===== config.mk =====
export PLATFORM = sky130hd
export DESIGN_NAME = mem_access_arbiter
export DESIGN_NICKNAME = d
export VERILOG_FILES = /design/src/rtl/coproc_mem_pkg.sv /design/src/rtl/mem_rr_pick.sv /design/src/rtl/mem_access_arbiter.sv
export SDC_FILE = /design/constraint.sdc
export NUM_CORES = 1
export LEC_CHECK = 0
export CORE_AREA = 2 2 292 294
export DETAILED_ROUTE_END_ITERATION = 6
export DIE_AREA = 0 0 294 296
export GPL_TIMING_DRIVEN = 0
export HOLD_SLACK_MARGIN = 0.12
export PLACE_DENSITY = 0.38
export SKIP_LAST_GASP = 1
export SLEW_MARGIN = 10
export SYNTH_ARGS = -nofsm -noshare
export SYNTH_HDL_FRONTEND = slang
export SYNTH_SLANG_ARGS = --single-unit

===== constraint.sdc =====
create_clock -name in_clk -period 2.3 [get_ports in_clk]
set_input_delay 0.23 -clock in_clk [delete_from_list [all_inputs] [get_ports in_clk]]
set_output_delay 0.23 -clock in_clk [all_outputs]
set_load 0.005 [all_outputs]

===== src/rtl/coproc_mem_pkg.sv =====
// Shared types and constants for the coprocessor block-memory arbiter.
package coproc_mem_pkg;

  typedef enum logic {
    REQ_HOST   = 1'b0,
    REQ_ENGINE = 1'b1
  } req_id_t;

  typedef enum logic [1:0] {
    ST_ARB         = 2'd0,
    ST_LOCK_HOST   = 2'd1,
    ST_LOCK_ENGINE = 2'd2
  } arb_state_t;

  localparam int CONFIG_ADDR  = 0;
  localparam int STATUS_ADDR  = 1;
  localparam int RESERVED_TOP = 2;

  function automatic req_id_t other_side(input req_id_t id);
    return (id == REQ_HOST) ? REQ_ENGINE : REQ_HOST;
  endfunction

endpackage


===== src/rtl/mem_rr_pick.sv =====
// Two-way round-robin pick: a lone requester wins, a tie goes to the pointer side.
module mem_rr_pick
  import coproc_mem_pkg::*;
(
  input  logic    [1:0] reqs,
  input  req_id_t       pointer,
  output logic          any_req,
  output req_id_t       winner
);

  always_comb begin
    any_req = |reqs;
    winner  = pointer;
    if (reqs[0] && !reqs[1]) begin
      winner = REQ_HOST;
    end else if (!reqs[0] && reqs[1]) begin
      winner = REQ_ENGINE;
    end
  end

endmodule


===== src/rtl/mem_access_arbiter.sv =====
// Host/engine arbiter for the single-port coprocessor block memory, with
// lock bursts, range rejection, status-word routing and tagged 1-cycle read return.
module mem_access_arbiter
  import coproc_mem_pkg::*;
#(
  parameter int size       = 1024,
  parameter int blocks     = 4,
  parameter int log_size   = 10,
  parameter int cell_width = 32,
  parameter int width      = blocks * cell_width,
  parameter int max_lock   = 16
) (
  input  logic                  in_clk,
  input  logic                  in_reset,
  input  logic                  in_host_req,
  input  logic                  in_host_we,
  input  logic                  in_host_lock,
  input  logic [log_size-1:0]   in_host_address,
  input  logic [width-1:0]      in_host_data,
  input  logic                  in_engine_req,
  input  logic                  in_engine_we,
  input  logic                  in_engine_lock,
  input  logic [log_size-1:0]   in_engine_address,
  input  logic [width-1:0]      in_engine_data,
  output logic                  out_host_grant,
  output logic                  out_engine_grant,
  output logic                  out_host_rvalid,
  output logic                  out_engine_rvalid,
  output logic [width-1:0]      out_rdata,
  output logic                  out_error,
  input  logic                  in_engine_status_we,
  input  logic [cell_width-1:0] in_engine_status,
  output logic [log_size-1:0]   out_mem_address,
  output logic [width-1:0]      out_mem_data,
  output logic                  out_mem_read_en,
  output logic                  out_mem_write_en,
  output logic [cell_width-1:0] out_mem_status,
  output logic                  out_mem_write_status_en,
  input  logic [width-1:0]      in_mem_data
);

  localparam int CNT_W = $clog2(max_lock + 1);
  localparam logic [CNT_W-1:0]    MAX_CNT   = CNT_W'(max_lock);
  localparam logic [CNT_W-1:0]    ONE_CNT   = CNT_W'(1);
  localparam logic [log_size-1:0] LAST_BASE = log_size'(size - blocks);
  localparam logic [log_size-1:0] RES_TOP   = log_size'(RESERVED_TOP);

  arb_state_t       state_reg, state_next;
  req_id_t          ptr_reg, ptr_next;
  logic [CNT_W-1:0] count_reg, count_next;
  logic             rv_valid_reg, rv_valid_next;
  req_id_t          rv_owner_reg, rv_owner_next;
  logic             rv_error_reg, rv_error_next;

  // Per-side views, index 0 = host, 1 = engine.
  logic [1:0]          req, we, lock, elig, bad, grant, grant_g;
  logic [log_size-1:0] addr  [2];
  logic [width-1:0]    wdata [2];

  assign req      = {in_engine_req,     in_host_req};
  assign we       = {in_engine_we,      in_host_we};
  assign lock     = {in_engine_lock,    in_host_lock};
  assign addr[0]  = in_host_address;
  assign addr[1]  = in_engine_address;
  assign wdata[0] = in_host_data;
  assign wdata[1] = in_engine_data;

  genvar gi;
  generate
    for (gi = 0; gi < 2; gi++) begin : g_side
      localparam bit IS_ENGINE = (gi == 1);
      assign bad[gi] = (addr[gi] > LAST_BASE) ||
                       (IS_ENGINE && we[gi] && (addr[gi] < RES_TOP));
    end
  endgenerate

  // A host write into the config/status cells yields to a same-cycle status post.
  logic host_blocked;
  assign host_blocked = in_host_we && (in_host_address < RES_TOP) && in_engine_status_we;
  assign elig = {in_engine_req, in_host_req && !host_blocked};

  logic    arb_any;
  req_id_t arb_winner;

  mem_rr_pick u_rr_pick (
    .reqs    (elig),
    .pointer (ptr_reg),
    .any_req (arb_any),
    .winner  (arb_winner)
  );

  req_id_t lock_side, lock_other;
  assign lock_side  = (state_reg == ST_LOCK_ENGINE) ? REQ_ENGINE : REQ_HOST;
  assign lock_other = other_side(lock_side);

  always_comb begin
    state_next = state_reg;
    ptr_next   = ptr_reg;
    count_next = count_reg;
    grant      = 2'b00;
    case (state_reg)
      ST_ARB: begin
        if (arb_any) begin
          grant[arb_winner] = 1'b1;
          ptr_next          = other_side(arb_winner);
          if (lock[arb_winner]) begin
            state_next = (arb_winner == REQ_HOST) ? ST_LOCK_HOST : ST_LOCK_ENGINE;
            count_next = ONE_CNT;
          end
        end
      end
      ST_LOCK_HOST, ST_LOCK_ENGINE: begin
        // An exhausted lock hands the next arbitration to the waiting side.
        if (req[lock_other] && (count_reg == MAX_CNT)) begin
          state_next = ST_ARB;
          ptr_next   = lock_other;
        end else if (elig[lock_side]) begin
          grant[lock_side] = 1'b1;
          if (count_reg != MAX_CNT) begin
            count_next = count_reg + ONE_CNT;
          end
          if (!lock[lock_side]) begin
            state_next = ST_ARB;
          end
        end else if (!req[lock_side]) begin
          state_next = ST_ARB;
        end
      end
      default: state_next = ST_ARB;
    endcase
  end

  req_id_t win;
  logic    any_grant, access;

  assign grant_g   = grant & {2{in_reset}};
  assign any_grant = |grant_g;
  assign win       = grant_g[1] ? REQ_ENGINE : REQ_HOST;
  assign access    = any_grant && !bad[win];

  assign out_host_grant   = grant_g[0];
  assign out_engine_grant = grant_g[1];
  assign out_mem_read_en  = access && !we[win];
  assign out_mem_write_en = access && we[win];
  assign out_mem_address  = access ? addr[win] : '0;
  assign out_mem_data     = out_mem_write_en ? wdata[win] : '0;

  assign out_mem_write_status_en = in_engine_status_we && in_reset;
  assign out_mem_status          = out_mem_write_status_en ? in_engine_status : '0;

  // Reads and rejected beats of either kind return a tagged response.
  assign rv_valid_next = any_grant && (!we[win] || bad[win]);
  assign rv_owner_next = win;
  assign rv_error_next = bad[win];

  always_ff @(posedge in_clk or negedge in_reset) begin
    if (!in_reset) begin
      state_reg    <= ST_ARB;
      ptr_reg      <= REQ_HOST;
      count_reg    <= '0;
      rv_valid_reg <= 1'b0;
      rv_owner_reg <= REQ_HOST;
      rv_error_reg <= 1'b0;
    end else begin
      state_reg    <= state_next;
      ptr_reg      <= ptr_next;
      count_reg    <= count_next;
      rv_valid_reg <= rv_valid_next;
      rv_owner_reg <= rv_owner_next;
      rv_error_reg <= rv_error_next;
    end
  end

  assign out_host_rvalid   = rv_valid_reg && (rv_owner_reg == REQ_HOST);
  assign out_engine_rvalid = rv_valid_reg && (rv_owner_reg == REQ_ENGINE);
  assign out_error         = rv_valid_reg && rv_error_reg;
  assign out_rdata         = (rv_valid_reg && !rv_error_reg) ? in_mem_data : '0;

endmodule


==> results of run 1 <==
[path summary, 6_finish.rpt]
check	start	to	slack (ns)
min in group asynchronous	in_reset	rv_owner_reg	0.81
worst max register to register	state_reg[0]	ptr_reg	0.14
worst min register to register	count_reg[4]	count_reg[4]	0.56
worst max-delay path	state_reg[0]	out_mem_data[42]	-0.55
worst min-delay path	count_reg[4]	count_reg[4]	0.56
max in group asynchronous	in_reset	state_reg[1]	1.07
[kinds of logic (layout without fill, tap and decap cells)]
family / count (synthesis) / after routing / share of synthesized area, %
adder cells (fa/ha/maj): 5 / 5 / 1.727
buffers and inverters: 66 / 923 / 9.603
flip-flops: 11 / 11 / 7.599
AO/OA/AOI/OAI: 179 / 179 / 41.90
multiplexers: 3 / 3 / 0.8636
AND/OR/NAND/NOR: 222 / 222 / 38.31
other: 0 / 12 / 0
[area by class of cell]
type	count	area (µm²)	area share, %
well taps	1090	1364	9.709
clock buffers	4	78.83	0.5611
inverters	11	43.79	0.3117
multi-input cells	409	3301	23.50
plain buffers	55	641.9	4.569
repair buffers	853	8309	59.15
diodes	12	30.03	0.2138
flip-flops and latches	11	279.0	1.986
[layout by cell type, fill, tap and decap left out, types with 11 or more instances in the layout]
cell type        synthesis  final
clkdlybuf4s50_1          0    499
a22o_1                 140    125
and2_1                 135    115
buf_2                    8    105
buf_6                    0     78
dlymetal6s2s_1           0     60
buf_4                   24     49
dlygate4sd2_1            0     40
and3_1                  32     32
buf_8                    0     20
and2_4                   0     18
a22o_4                   0     15
clkdlybuf4s15_2          0     13
diode_2                  0     12
clkbuf_16                0     11
[worst max-delay path, delay by kind of cell (launching register included)]
family                     cells  cell delay (ns)
buffers and inverters          8             0.92
adders and majority gates      1             0.14
DFF                            1             0.38
AOI/OAI and AO/OA              2             0.45
and+or+nand+nor                3             0.46
[metrics by stage]
step           std cells  hold slack, ns  setup WS (ns)  power (mW)
3_3_place_gp        2326          0.5432         -1.943       5.282
4_1_cts             2414          0.5585        -0.6293       6.293
6_report            2445          0.5563        -0.5501       6.546
5_1_grt             2438          0.5994        -0.6710       6.954
3_5_place_dp        2326          0.5408         -1.975       5.249
2_1_floorplan        486        -0.06559        0.07627       1.992
[Yosys cell counts, types with 2 or more instances]
cell      count  area (µm²)
a211o_1       5       43.79
a211oi_1      4       30.03
a21o_1        2       15.01
a21oi_1       3       15.01
a22o_1      140        1226
a31o_2        4       35.03
a31oi_1       3       18.77
and2_1      135       844.6
and3_1       32       200.2
buf_2         8       40.04
buf_4        24       180.2
clkbuf_1     23       86.33
dfrtp_1      11       275.3
ha_1          5       62.56
inv_1        10       37.54
mux2i_1       2       20.02
nand2_1      11       41.29
nand2b_1      3       18.77
nand3_1       8       40.04
nand4_1       5       31.28
nand4b_1      2       17.52
nor2_1        2       7.510
nor2b_1       5       31.28
nor3_1        5       25.02
nor3b_1       3       22.52
nor4_1        3       18.77
o211a_1       3       30.03
o21ai_0       7       35.03
or3_1         2       12.51
[power groups by stage]
stage          Sequential [mW]  Combinational (mW)  Clock [mW]
2_1_floorplan            0.318                1.67           0
3_3_place_gp             0.360                4.92           0
3_5_place_dp             0.364                4.89           0
4_1_cts                  0.362                5.60       0.336
5_1_grt                  0.376                6.23       0.347
6_report                 0.367                5.85       0.326
[timing repair]
action / in CTS / in global routing
setup buffers: 77 / 23
endpoints found under the setup margin: 308 / 216
hold endpoints to repair: 11 / 0
gates cloned: 8 / 7
gates resized for setup: 806 / 179
hold buffers: 1 / 0
pin swaps: 83 / 29
[routing by layer]
| metal | vias up | wire, µm |
|---|---|---|
| met5 | - | 132 |
| met4 | 20 | 817 |
| met3 | 56 | 10770 |
| met2 | 508 | 29070 |
| met1 | 3702 | 23270 |
| li1 | 3570 | - |
==> metrics.txt, run 1 <==
Slew @ Worst Pin about 0.65 ns; clock transition at the registers of the reported paths approximately 0.04 ns; Syn Inst Count 486; EDFF count, synth 0; layout cells sized above 1 approximately 28%; total wire length roughly 64000 µm; Initial Util 4.301%; Placed Instance Area 0.01249 mm²; yosys warns 0; Design Area, Final about 0.014 mm²; H-Tree Depth 1; max reg flops 5; Setup Crit Path Kind reg2out; Initial DRC Count 264; met2 Use GR between 20% and 30%; Setup crit end kind primary output; P&R area growth vs syn 287.8%; Chip Height ~300 µm; initial antenna violation count 29; clock share of power 5.0%; Max Clock Freq about 350 MHz; CP Launch Type flop; type of the worst min-delay path reg2reg; DIE WIDTH about 300 µm; Psw 2.710 mW; RSZ-0062 raised after global routing yes; clock period minus final worst setup slack ~2.9 ns; CP most frequent cell buf_6; total number of vias around 7900; Flop pwr share 5.6%; Max Cap Viol 0; Power Density around 470 mW/mm²; max incr delay on CP ~0.38 ns; fin nets 1794; Max transition margin 55.96%; vias in the first global route ~8000; CP Max Fanout 6; Mapped Avg Cell Area 7.453 µm²; I/O pin total 751; row count 107; I/O Buffers 750; M1 GR Usage between 15 and 20%; post-synth cell types between 40 and 50; TritonCTS clock tree yes; global-route wire length before repair 78170 µm; Syn Std Cell Area ~0.0036 mm²; # DRC 0; Die ar. between 0.08 and 0.09 mm²; Final ANT Viol Nets 0; failing checks negative setup slack; Comb power frac 89.4%; setup slack after layout -0.5501 ns; RePlAce Congestion between 0.9 and 1; FFs w/ async S/R, synth 100.0%; sequence of cells on the critical path inv_2 -> ha_4 -> buf_6 -> and2_1 -> nand2_1 -> a31o_4 -> inv_4 -> and2_4 -> buf_12 -> buf_4 -> buf_8 -> buf_6 -> a22o_1 -> buf_2; Synth Flop Type dfrtp_1; busiest layer in global routing met2; sequential fraction of the synthesis area around 7.6%; CTS buffer count 3; CP required slightly above 2 ns; final setup violation count 147; Pre-Repair DR Iteration Count 5; Sw Ratio between 40 and 50%; period utilisation layout 123.9%; grt ovf 0; core area ~0.084 mm²; internal cell power 3.835 mW; Reg2Reg Depth 11; Via-to-Cell Ratio about 3.2; P_leak roughly 6.9 nW; syn_nets approximately 940; per-cell routed wire length around 26 µm; Worst VDD drop roughly 260 µV; flops & latches, synth 11; Core Util, Final 16.68%; HPWL after DPL 56620 µm; Hold Path Stages 1; Skew-Pair Late Insertion Delay roughly 0.24 ns; fin. max-slew vios 0; Total GRT Usage 13.53%; setup_tns -60.57 ns; status complete, but fails checks; Final Hold Fails 0; largest net degree at the start of global routing 12; Clock Path Buffers 2; root buf cell clkbuf_16; met3 usage under 10%; Fill cells ~9500; CP max stage cell dfrtp_1; Data arrival, critical path around 2.6 ns; CTS sink cnt 11; Setup Skew 0.002272 ns
(Power assumes the default switching activity.)
==> inputs of run 2 (changes only) <==
- CTS_CLUSTER_SIZE: not set -> 8
==> results of run 2 <==
No change in the layout: final DEF, timing and power equal those of run 1.
